`config.mk`:
```
export PLATFORM = sky130hd
export DESIGN_NAME = uart_tx
export DESIGN_NICKNAME = d
export VERILOG_FILES = /design/src/rtl/uart_tx.sv
export SDC_FILE = /design/constraint.sdc
export NUM_CORES = 1
export LEC_CHECK = 0
export CORE_MARGIN = 5
export CORE_UTILIZATION = 45
export CTS_BUF_LIST = sky130_fd_sc_hd__clkbuf_8
export DETAILED_ROUTE_END_ITERATION = 12
export HOLD_SLACK_MARGIN = 0.05
export PLACE_DENSITY = 0.65
export SYNTH_ARGS = -nofsm -noshare
export SYNTH_HDL_FRONTEND = slang
export SYNTH_SLANG_ARGS = --single-unit
```
`constraint.sdc`:
```
create_clock -name clk_i -period 2.85 [get_ports clk_i]
set_clock_uncertainty 0.2 [all_clocks]
set_input_delay 0.57 -clock clk_i [delete_from_list [all_inputs] [get_ports clk_i]]
set_output_delay 0.57 -clock clk_i [all_outputs]
set_load 0.01 [all_outputs]
```
`src/rtl/uart_tx.sv`:
```
// Byte-wide UART transmitter, 8N1 by default; define UART_TX_PARITY_EN to add
// an even parity bit between the data bits and the stop bit (8E1).
module uart_tx #(
  parameter int unsigned CLK_HZ  = 27_000_000,
  parameter int unsigned BAUD    = 115200,
  parameter int unsigned DIVISOR = (CLK_HZ + BAUD / 2) / BAUD
) (
  input  logic       clk_i,
  input  logic       rstn_i,
  input  logic       start_i,
  input  logic [7:0] data_i,
  output logic       tx_o,
  output logic       busy_o
);

  localparam int unsigned CNT_W = (DIVISOR > 1) ? $clog2(DIVISOR) : 1;
  localparam logic [CNT_W-1:0] BAUD_LAST = CNT_W'(DIVISOR - 1);

`ifdef UART_TX_PARITY_EN
  typedef enum logic [2:0] {S_IDLE, S_START, S_DATA, S_PARITY, S_STOP} state_t;
`else
  typedef enum logic [1:0] {S_IDLE, S_START, S_DATA, S_STOP} state_t;
`endif

  state_t           state;
  logic [CNT_W-1:0] baud_cnt;
  logic [2:0]       bit_idx;
  logic [7:0]       shift;
  logic             baud_wrap;
`ifdef UART_TX_PARITY_EN
  logic             parity;
`endif

  assign baud_wrap = (baud_cnt == BAUD_LAST);

  always_ff @(posedge clk_i or negedge rstn_i) begin
    if (!rstn_i) begin
      state    <= S_IDLE;
      baud_cnt <= '0;
      bit_idx  <= '0;
      shift    <= '0;
      tx_o     <= 1'b1;
      busy_o   <= 1'b0;
`ifdef UART_TX_PARITY_EN
      parity   <= 1'b0;
`endif
    end else begin
      if (state != S_IDLE) begin
        baud_cnt <= baud_wrap ? '0 : baud_cnt + CNT_W'(1);
      end
      case (state)
        S_IDLE: begin
          tx_o   <= 1'b1;
          busy_o <= 1'b0;
          if (start_i) begin
            shift    <= data_i;
            baud_cnt <= '0;
            bit_idx  <= '0;
            tx_o     <= 1'b0;
            busy_o   <= 1'b1;
            state    <= S_START;
`ifdef UART_TX_PARITY_EN
            parity   <= ^data_i;
`endif
          end
        end
        S_START: begin
          if (baud_wrap) begin
            tx_o  <= shift[0];
            state <= S_DATA;
          end
        end
        S_DATA: begin
          if (baud_wrap) begin
            if (bit_idx == 3'd7) begin
`ifdef UART_TX_PARITY_EN
              tx_o  <= parity;
              state <= S_PARITY;
`else
              tx_o  <= 1'b1;
              state <= S_STOP;
`endif
            end else begin
              // Present the next bit on the same edge the register shifts.
              bit_idx <= bit_idx + 3'd1;
              shift   <= {1'b0, shift[7:1]};
              tx_o    <= shift[1];
            end
          end
        end
`ifdef UART_TX_PARITY_EN
        S_PARITY: begin
          if (baud_wrap) begin
            tx_o  <= 1'b1;
            state <= S_STOP;
          end
        end
`endif
        S_STOP: begin
          if (baud_wrap) begin
            tx_o   <= 1'b1;
            busy_o <= 1'b0;
            state  <= S_IDLE;
          end
        end
        default: begin
          tx_o   <= 1'b1;
          busy_o <= 1'b0;
          state  <= S_IDLE;
        end
      endcase
    end
  end

endmodule

```
==> impl_metrics.py <==
metrics = {
    "cts": {
        "clockBufferDepth": 2,
        "htree_levels": 1,
        "clock_tree.root_cell": "clkbuf_8",
        "cts_tree": "yes",
        "path_clk_slew_ps": 90,
        "numCtsBuffers": 3,
        "cts_hold_buf": 0,
        "cts_resized": 0,
        "cts_sinks": 23,
        "cts_setup_buffers": 0,
        "clkLatencyLatePin_ps": 260,
    },
    "critical_path": {
        "r2r_cells": 5,
        "end_kind": "register",
        "regToRegStartpoint": "state[0]",
        "criticalPathCategory": "register to register",
        "cp_slowest_stage_delay_ps": 510,
        "cp_top_family": "multiplexers",
        "cp_data_required_time_ps": 2810,
        "rr_endpoint": "shift[6]",
        "arrival_ps": 2180,
        "cp-start-kind": "register",
        "path_cells": "inv_1, ha_1, mux2i_1, a21oi_2, o221a_2",
        "cp.depth": 5,
        "crit_slowest_cell": "mux2i_1",
        "rrSetupSlack_ps": 630,
        "crit_fanout": 13,
        "path_buf_inv": 1,
    },
    "sta": {
        "rsz0062_at_grt": "false",
        "finalSetupTns_ps": 0,
        "setup_slack_ps": 629,
        "maxSlewViolCount": 0,
        "setup_viol": 0,
        "max_slew.worst_pin.slew_ps": 552,
        "whs_ps": 339,
        "slew_headroom_pct": 63.0,
        "period_needed_ps": 2220,
        "finalHoldViolCount": 0,
        "max_clock_freq_ghz": 0.450,
        "timing.final.crit_share_pct": 77.9,
    },
    "synthesis": {
        "yosys.area_share.simple_pct": 19.7,
        "ys.warnings.count": 0,
        "synth_xor_area_share_pct": 0,
        "synth_area_um2": 1290,
        "syn_nets": 150,
        "synthMuxAreaShare_pct": 2.52,
        "synth_adder_area_share_pct": 7.74,
        "netlist_instances": 131,
        "synth_seq_cells": 23,
        "synth_compound_area_share_pct": 21.7,
        "yosysSeqAreaShare_pct": 44.6,
        "syn_area_per_cell_um2": 9.87,
        "synth_top_family_by_area": "compound AO/OA/AOI/OAI gates",
        "synth_cell_types": 34,
    },
    "worst_hold_path": {
        "min-delay-path-class": "register to register",
        "holdCritStartpoint": "shift[7]",
        "hold-path-endpoint": "shift[7]",
        "hold-path-cell-count": 2,
    },
    "route": {
        "vias": 1056,
        "drt_iter0_drc": 45,
        "wl_per_cell_um": 15.1,
        "drt-vias-per-instance": 6.00,
        "ant_nets": 0,
        "wl_um": 2650,
        "drt_pass1_iterations": 4,
        "drc": 0,
    },
    "outcome": {
        "status": "finished clean",
    },
    "global_route": {
        "antenna_found_initial": 0,
        "grt_usage_pct": 14.3,
        "grt_pass1_vias": 1018,
        "grt_pass1_wl_um": 4710,
        "grt_max_degree": 24,
        "grt_overflow_total": 0,
    },
    "floorplanning": {
        "die_area_um2": 4040,
        "io_pins": 13,
        "start_util_pct": 46.9,
        "die_x_um": 63.6,
        "fp-row-count": 19,
        "fp.coreArea_um2": 2760,
        "die_h_um": 63.6,
    },
    "placed_design": {
        "place_inst": 172,
        "globalplace.congestion": 0.796,
        "dp_slack_ps": 478,
        "dpl_cell_area_um2": 1450,
        "hpwlAfterDp_um": 1980,
        "portBuffers": 12,
    },
    "power": {
        "seqPwrFrac_pct": 39.0,
        "combPwrFrac_pct": 46.1,
        "power.density_nw_per_um2": 931,
        "ir_drop_mv": 0.557,
        "power_mw": 1.40,
        "power_leakage_nw": 0.626,
        "p_sw_mw": 0.556,
        "p_clk_share_pct": 14.9,
        "internal_power_mw": 0.839,
        "swShare_pct": 39.8,
    },
    "cells_and_area": {
        "fillCellCount": 242,
        "final_cell_area_um2": 1500,
        "drive_above_1_share_pct": 13.1,
        "antenna_cells": 0,
        "final_core_util_pct": 54.3,
        "num-nets-final": 165,
        "regArea_um2": 577,
        "multi_input_area_um2": 667,
        "stdcell_count": 176,
        "syn2layout_area_growth_pct": 15.9,
    },
    "flow_run": {
        "maxCapViolCount": 0,
    },
}
tightest hold or removal path, stage by stage (launching register included):
cell	delay [ps]
dfrtp_1	330
inv_1	50
o22ai_1	110
sequential cells by signal, indices dropped and copies added (netlist names):
register,count
baud_cnt,8
shift,8
bit_idx,3
state,2
busy_o,1
tx_o,1
power groups by stage:
stage / combinational [mW] / clock, mW / sequential (mW)
4_1_cts: 0.653 / 0.210 / 0.546
3_3_place_gp: 0.623 / 0 / 0.545
5_1_grt: 0.738 / 0.226 / 0.563
6_report: 0.643 / 0.208 / 0.545
3_5_place_dp: 0.651 / 0 / 0.552
2_1_floorplan: 0.477 / 0 / 0.534
routing by layer:
layer	vias up	GRT usage, %	routed length (um)
li1	526	-	-
met2	20	21.6	1210
met1	505	20.3	1320
met3	5	2.66	85
met4	0	5.19	37
met5	-	0	0
cell usage in the layout, fill, tap and decap left out:
cell type / Yosys / layout
o31ai_2: 1 / 1
a21o_1: 2 / 2
o221ai_1: 1 / 1
a22oi_1: 1 / 1
and4b_1: 1 / 1
clkdlybuf4s50_1: 0 / 12
dfrtp_1: 22 / 22
nand3_1: 3 / 3
nor2_1: 9 / 9
a21boi_0: 1 / 1
o21ai_0: 11 / 11
mux2i_1: 1 / 1
nand2_1: 11 / 11
and2_1: 1 / 1
inv_1: 9 / 9
o221a_2: 6 / 6
and4bb_2: 1 / 1
clkinv_2: 0 / 1
nor3_1: 3 / 3
ha_1: 8 / 8
nor3b_1: 1 / 1
and3_1: 2 / 2
buf_4: 0 / 2
a21oi_1: 3 / 3
nor3_2: 1 / 1
nand4b_1: 1 / 1
a22o_1: 4 / 4
or4_1: 5 / 5
a211oi_1: 1 / 1
a21oi_2: 1 / 1
nand2b_1: 1 / 1
o22ai_1: 4 / 4
dfstp_2: 1 / 1
nand4_1: 6 / 6
clkbuf_8: 0 / 3
mux2_2: 2 / 2
o211ai_1: 2 / 2
how the worst max path moves through the flow:
stage               startpoint        to  slack, ps
CTS                   state[0]  shift[6]        580
global route          state[1]  shift[6]        440
global placement       start_i  state[1]        510
floorplan           bit_idx[0]  shift[1]        830
detailed placement     start_i  state[1]        480
finish                state[0]  shift[6]        630
cell families (layout without fill, tap and decap cells):
kind of cell / after synthesis / in the layout
adders and majority gates: 8 / 8
DFF: 23 / 23
AOI/OAI and AO/OA: 38 / 38
muxes: 3 / 3
and+or+nand+nor: 46 / 46
buffers and inverters: 13 / 27
cell type report:
type,count,area share [%]
inverters,9,2.26
clock inverters,1,0.334
clock buffers,3,2.76
repair buffers,14,9.02
flip-flops and latches,23,38.5
well taps,31,2.59
multi-input cells,95,44.5
synth_stat cells:
cell       n  area, um2
nand3_1    3       15.0
nand4_1    6       37.5
and2_1     1       6.26
clkbuf_1   4       15.0
nor3_2     1       10.0
a21o_1     2       15.0
o31ai_2    1       12.5
nor3b_1    1       7.51
a211oi_1   1       7.51
a22oi_1    1       7.51
dfstp_2    1       26.3
dfrtp_1   22        551
and4b_1    1       10.0
a22o_1     4       35.0
o22ai_1    4       25.0
nand4b_1   1       8.76
or4_1      5       37.5
o221a_2    6       67.6
mux2_2     2       22.5
and3_1     2       12.5
a21boi_0   1       7.51
nor2_1     9       33.8
nand2_1   11       41.3
ha_1       8        100
nand2b_1   1       6.26
nor3_1     3       15.0
inv_1      9       33.8
a21oi_1    3       15.0
o211ai_1   2       15.0
o21ai_0   11       55.1
o221ai_1   1       8.76
mux2i_1    1       10.0
and4bb_2   1       12.5
a21oi_2    1       8.76
(Power assumes the default switching activity.)
